File: config.mk
export PLATFORM = sky130hd
export DESIGN_NAME = ifetch_unit
export DESIGN_NICKNAME = d
export VERILOG_FILES = /design/src/rtl/ifetch_unit.sv
export SDC_FILE = /design/constraint.sdc
export NUM_CORES = 1
export LEC_CHECK = 0
export ABC_CLOCK_PERIOD_IN_PS = 6500
export CAP_MARGIN = 20
export CORE_MARGIN = 2
export CORE_UTILIZATION = 48
export CTS_CLUSTER_DIAMETER = 150
export CTS_CLUSTER_SIZE = 20
export DETAILED_ROUTE_END_ITERATION = 6
export GPL_TIMING_DRIVEN = 0
export PLACE_DENSITY_LB_ADDON = 0.25
export SLEW_MARGIN = 20
export SYNTH_ARGS = -nofsm -noshare
export SYNTH_HDL_FRONTEND = slang
export SYNTH_SLANG_ARGS = --single-unit
File: constraint.sdc
create_clock -name clk -period 6.5 [get_ports clk]
set_input_delay 0.975 -clock clk [delete_from_list [all_inputs] [get_ports clk]]
set_output_delay 0.975 -clock clk [all_outputs]
set_load 0.02 [all_outputs]
File: src/rtl/ifetch_unit.sv
// Instruction-fetch stage: owns the PC, addresses the combinational-read
// instruction memory and registers the returned word into IF/ID.
// Supports stall, flush, branch/jump redirect, and stops on HALT_WORD.
// Optional macro IFETCH_PC_RANGE_CHECK_EN adds a FAULT state for PCs
// beyond the instruction memory; without it, addresses wrap.
module ifetch_unit #(
  parameter int                    DATA_WIDTH = 32,
  parameter int                    ADDR_WIDTH = 6,
  parameter int                    MEM_SIZE   = 64,
  parameter logic [31:0]           RESET_PC   = 32'h0000_0000,
  parameter logic [DATA_WIDTH-1:0] HALT_WORD  = 32'hFFFF_FFFF
) (
  input  logic                  clk,
  input  logic                  rst,
  input  logic                  stall,
  input  logic                  flush,
  input  logic                  redirect_valid,
  input  logic [31:0]           redirect_pc,
  output logic [ADDR_WIDTH-1:0] instr_addr,
  input  logic [DATA_WIDTH-1:0] instr,
  output logic [31:0]           pc,
  output logic [DATA_WIDTH-1:0] if_id_instr,
  output logic [31:0]           if_id_pc_plus4,
  output logic                  if_id_valid,
  output logic                  halted,
  output logic                  fetch_fault
);

  // The PC-to-word mapping below assumes a power-of-two memory.
  if (MEM_SIZE != (1 << ADDR_WIDTH)) begin : g_size_check
    $error("ifetch_unit: MEM_SIZE must equal 2**ADDR_WIDTH");
  end

`ifdef IFETCH_PC_RANGE_CHECK_EN
  typedef enum logic [1:0] {RUN = 2'd0, HALT = 2'd1, FAULT = 2'd2} state_t;
`else
  typedef enum logic [1:0] {RUN = 2'd0, HALT = 2'd1} state_t;
`endif

  state_t                  state_q, state_n;
  logic [31:0]             pc_q, pc_n;
  logic [DATA_WIDTH-1:0]   instr_q, instr_n;
  logic [31:0]             pc_plus4_q, pc_plus4_n;
  logic                    valid_q, valid_n;
  logic [31:0]             pc_inc;
  logic                    out_of_range;
  logic                    unused_redirect_lsbs;

  // Redirect targets are word aligned; the low bits are simply dropped.
  assign unused_redirect_lsbs = ^redirect_pc[1:0];

  assign pc_inc     = pc_q + 32'd4;
  assign instr_addr = pc_q[ADDR_WIDTH+1:2];

`ifdef IFETCH_PC_RANGE_CHECK_EN
  assign out_of_range = (pc_q[31:ADDR_WIDTH+2] != '0);
`else
  assign out_of_range = 1'b0;
`endif

  // Register PC, IF/ID and fetch state; reset clears everything.
  always_ff @(posedge clk) begin
    if (rst) begin
      state_q    <= RUN;
      pc_q       <= RESET_PC;
      instr_q    <= '0;
      pc_plus4_q <= '0;
      valid_q    <= 1'b0;
    end else begin
      state_q    <= state_n;
      pc_q       <= pc_n;
      instr_q    <= instr_n;
      pc_plus4_q <= pc_plus4_n;
      valid_q    <= valid_n;
    end
  end

  // Next-state: redirect > flush > stall > normal fetch/halt/fault action.
  always_comb begin
    state_n    = state_q;
    pc_n       = pc_q;
    instr_n    = instr_q;
    pc_plus4_n = pc_plus4_q;
    valid_n    = valid_q;
    if (redirect_valid) begin
      pc_n       = {redirect_pc[31:2], 2'b00};
      instr_n    = '0;
      pc_plus4_n = '0;
      valid_n    = 1'b0;
      state_n    = RUN;
    end else if (flush) begin
      instr_n    = '0;
      pc_plus4_n = '0;
      valid_n    = 1'b0;
    end else if (stall) begin
      // hold everything
    end else begin
      case (state_q)
        RUN: begin
          if (out_of_range) begin
`ifdef IFETCH_PC_RANGE_CHECK_EN
            state_n    = FAULT;
`endif
            instr_n    = '0;
            pc_plus4_n = '0;
            valid_n    = 1'b0;
          end else if (instr == HALT_WORD) begin
            // The halt word itself is never issued downstream.
            state_n    = HALT;
            instr_n    = '0;
            pc_plus4_n = '0;
            valid_n    = 1'b0;
          end else begin
            instr_n    = instr;
            pc_plus4_n = pc_inc;
            valid_n    = 1'b1;
            pc_n       = pc_inc;
          end
        end
        default: begin
          valid_n = 1'b0;
        end
      endcase
    end
  end

  assign pc             = pc_q;
  assign if_id_instr    = instr_q;
  assign if_id_pc_plus4 = pc_plus4_q;
  assign if_id_valid    = valid_q;
  assign halted         = (state_q == HALT);
`ifdef IFETCH_PC_RANGE_CHECK_EN
  assign fetch_fault    = (state_q == FAULT);
`else
  assign fetch_fault    = 1'b0;
`endif

endmodule

==> flow_summary_export.csv <==
group,metric,value,unit
grt,grt_overflow_total,0,
status,outcome,"finished clean",
power,p_switching,0.352,mW
timing,fin_crit_sh,0.499,
yosys,synth_compound_area_frac,0.213,
timing,drv_slew,0,
setup_path,crit_top_cell,"a211oi_1",
grt,track_usage,0.275,
yosys,yosysTopAreaCell,"dfxtp_1",
yosys,synth_seq_area_share,0.403,
power,combPwrFrac,0.180,
power,p_sw_frac,0.279,
drt,ant_nets,0,
clock_network,clkSlewWorstSetupHoldPaths,0.09,ns
placement,place_area,6490,um^2
timing,clock_skew,0.0154,ns
clock_network,post_cts_buffers,0,
timing,finalHoldViolCount,0,
cells_and_area,diodes,0,
setup_path,crit_required,6.77,ns
yosys,yosysWarnings,0,
clock_network,cts_resized,0,
power,leakage,2.41,nW
power,power_density,188,nW/um^2
clock_network,cts_buffers,9,
yosys,synth.area.top_cells,"dfxtp_1 40%, nor2_1 6.3%, a2bb2oi_1 6.0%",
power,seq_power_share,0.492,
die,die_area,10500,um^2
setup_path,worst-setup-path-type,"primary input to flop",
grt,grt_pass1_wl,22700,um
yosys,synthSimpleGateAreaFrac,0.226,
timing,setup-tns-final,0,ns
yosys,async_flop_share,0,
timing,fmax,309,MHz
clock_network,cts_tree,"done",
yosys,synth_cell_types,51,
setup_path,cp_top_family,"buffers and inverters",
drt,drt_pass1_iterations,5,
yosys,synth_seq_cells,94,
placement,port_buffers,164,
timing,relSlewSlack,0.565,
power,p_int,0.911,mW
die,coreArea,9590,um^2
cells_and_area,fin_nets,809,
setup_path,cpPeakStageDelay,0.59,ns
clock_network,cts_sinks,94,
drt,avgRoutedWirePerCell,16.6,um
timing,fin_crit,3.24,ns
yosys,synth_edf_count,0,
power,finalPower,1.26,mW
grt,met3_usage,0.0651,
grt,grt_max_degree,16,
drt,vias_per_cell,5.55,
drt,totalWireLength,14500,um
die,initial_utilization,0.487,
die,num_rows,36,
timing,tightest_slew,0.651,ns
drt,drt_iter0_drc,249,
placement,place_congestion,0.898,
setup_path,path_max_fanout,10,
timing,rsz0062_at_grt,"no",
yosys,synth_top_family_by_area,"simple AND/OR/NAND/NOR gates",
drt,num_vias,4868,
yosys,synthMuxAreaShare,0.00214,
clock_network,clk_latency,0.38,ns
die,io_pins,174,
job,maxCapViolCount,0,
setup_path,slowest_stage,"nor4_1",
setup_path,path_cells,"clkdlybuf4s50_1, nand4_1, nor4_1, buf_2, buf_1, a211oi_1, xnor2_1, a211oi_1",
clock_network,cts_buffer_depth,2,
placement,hpwl,11100,um
yosys,synthXorXnorAreaFrac,0.0844,
yosys,syn-instance-count,560,
power,clockPowerShare,0.327,
setup_path,cp_num_buf_inv,3,
clock_network,hold_buffers,0,
yosys,yosysTopAreaCellShare,0.403,
setup_path,cp-start-kind,"primary input",
grt,grt_use_met1,0.344,
hold_path,worstHoldPathType,"flop to flop",
cells_and_area,drive_gt1_frac,0.0659,
timing,setup_viol,0,
clock_network,htreeDepth,3,
drt,drc,0,
grt,grt_pass1_vias,4576,
grt,use_met2,0.458,
power,peakVddDrop,0.121,mV
setup_path,cp_data_arrival_time,3.52,ns
setup_path,end_kind,"flop",
die,die_y,103,um
cells_and_area,finalInstanceArea,6700,um^2
yosys,postSynthAreaPerCell,8.34,um^2
grt,top_usage_layer,"met2",
die,die_x,103,um
clock_network,cts_root_buffer,"clkbuf_8",
yosys,synthAdderAreaFrac,0.00268,
grt,antenna_found_initial,0,
yosys,syn_area,4670,um^2
cells_and_area,fill_cells,815,
yosys,ys.flop_type,"dfxtp_1",
cells_and_area,synthToLayoutAreaGrowth,43.5,%
==> layout by cell type (no fill, tap or decap), types with 3 or more instances in the layout <==
cell type	n
buf_2	8
nor3_1	4
and2_1	3
nand4_2	3
o21bai_1	3
a311oi_1	6
and3_1	7
nor2_1	78
o21ai_0	16
nand4_1	17
clkdlybuf4s50_1	164
nor4_1	4
or4_1	6
a22oi_1	8
buf_4	15
o31ai_1	5
a211oi_1	24
dfxtp_1	94
conb_1	5
a2bb2oi_1	32
inv_1	9
o31a_1	6
clkbuf_1	29
and4_1	8
xor2_1	15
nand2_1	67
buf_1	6
a2111oi_0	5
clkbuf_8	11
a21oi_1	13
nand3_1	15
xnor2_1	30
==> Yosys cell counts (all sizes together), types with 4 or more instances <==
cell type and number:
dfxtp 94, nor2 79, nand2 67, a2bb2oi 32, xnor2 30, buf 29
clkbuf 29, a211oi 25, nand4 20, nand3 16, o21ai 16, xor2 15
a21oi 14, a2111oi 9, inv 9, a22oi 8, and4 8, and3 7
a311oi 6, o31a 6, or4 6, o31ai 5, nor3 4, nor4 4
==> sequential cells by signal, summed over array words and instances (netlist names) <==
signal	cells
if_id_instr	32
if_id_pc_plus4	30
pc	30
if_id_valid	1
state_q	1
==> tightest hold or removal path, stage by stage, from the launching register on <==
cell and delay [ns]:
dfxtp_1 0.32, nand2_1 0.05, a21oi_1 0.05
==> worst paths after layout <==
kind	from	endpoint	slack, ns	cells past startpoint
max	instr[20]	pc[5]$_SDFFE_PP0P_	3.26	8
min	if_id_pc_plus4[3]$_SDFFE_PP0P_	if_id_pc_plus4[3]$_SDFFE_PP0P_	0.46	2
max reg2reg	pc[2]$_SDFFE_PP0P_	pc[26]$_SDFFE_PP0P_	3.95	7
min reg2reg	if_id_pc_plus4[3]$_SDFFE_PP0P_	if_id_pc_plus4[3]$_SDFFE_PP0P_	0.46	2
==> power by group through the flow <==
stage                     Sequential (mW)  Combinational [mW]  Clock, mW
after floorplan                     0.651              0.0937          0
after global placement              0.633               0.223          0
after detailed placement            0.634               0.226          0
after CTS                           0.621               0.228      0.415
after global routing                0.624               0.246      0.436
final                               0.622               0.228      0.414
==> per-stage QoR <==
stage	std cells	setup WS, ns	utilization	hold slack (ns)
finish	877	3.26	0.699	0.461
global route	877	2.97	0.699	0.487
CTS	877	3.26	0.699	0.458
detailed placement	861	2.89	0.677	0.445
global placement	861	2.89	0.677	0.434
floorplan	564	3.99	-	0.530
==> per-layer routing <==
layer | vias to the layer above | share of wire
met4 | 0 | 0.020
met5 | - | 0
met2 | 207 | 0.48
met1 | 2277 | 0.42
met3 | 31 | 0.083
li1 | 2353 | -
==> cell families after synthesis <==
family / count (synthesis)
AND/OR/NAND/NOR: 221
AO/OA/AOI/OAI: 130
flip-flops: 94
buffers and inverters: 67
XOR/XNOR: 45
adder cells (fa/ha/maj): 1
other: 1
multiplexers: 1
==> final cells by class <==
cell class,count,area (um^2),share of cell area
Multi-Input combinational cell,403,2480,0.371
Sequential cell,94,1880,0.281
Timing Repair Buffer,164,1640,0.245
Buffer,58,285,0.0426
Tap cell,133,166,0.0248
Clock buffer,12,155,0.0231
Clock inverter,4,55.1,0.00821
Inverter,9,33.8,0.00504
Note: power is estimated with default switching activity, not from simulation.
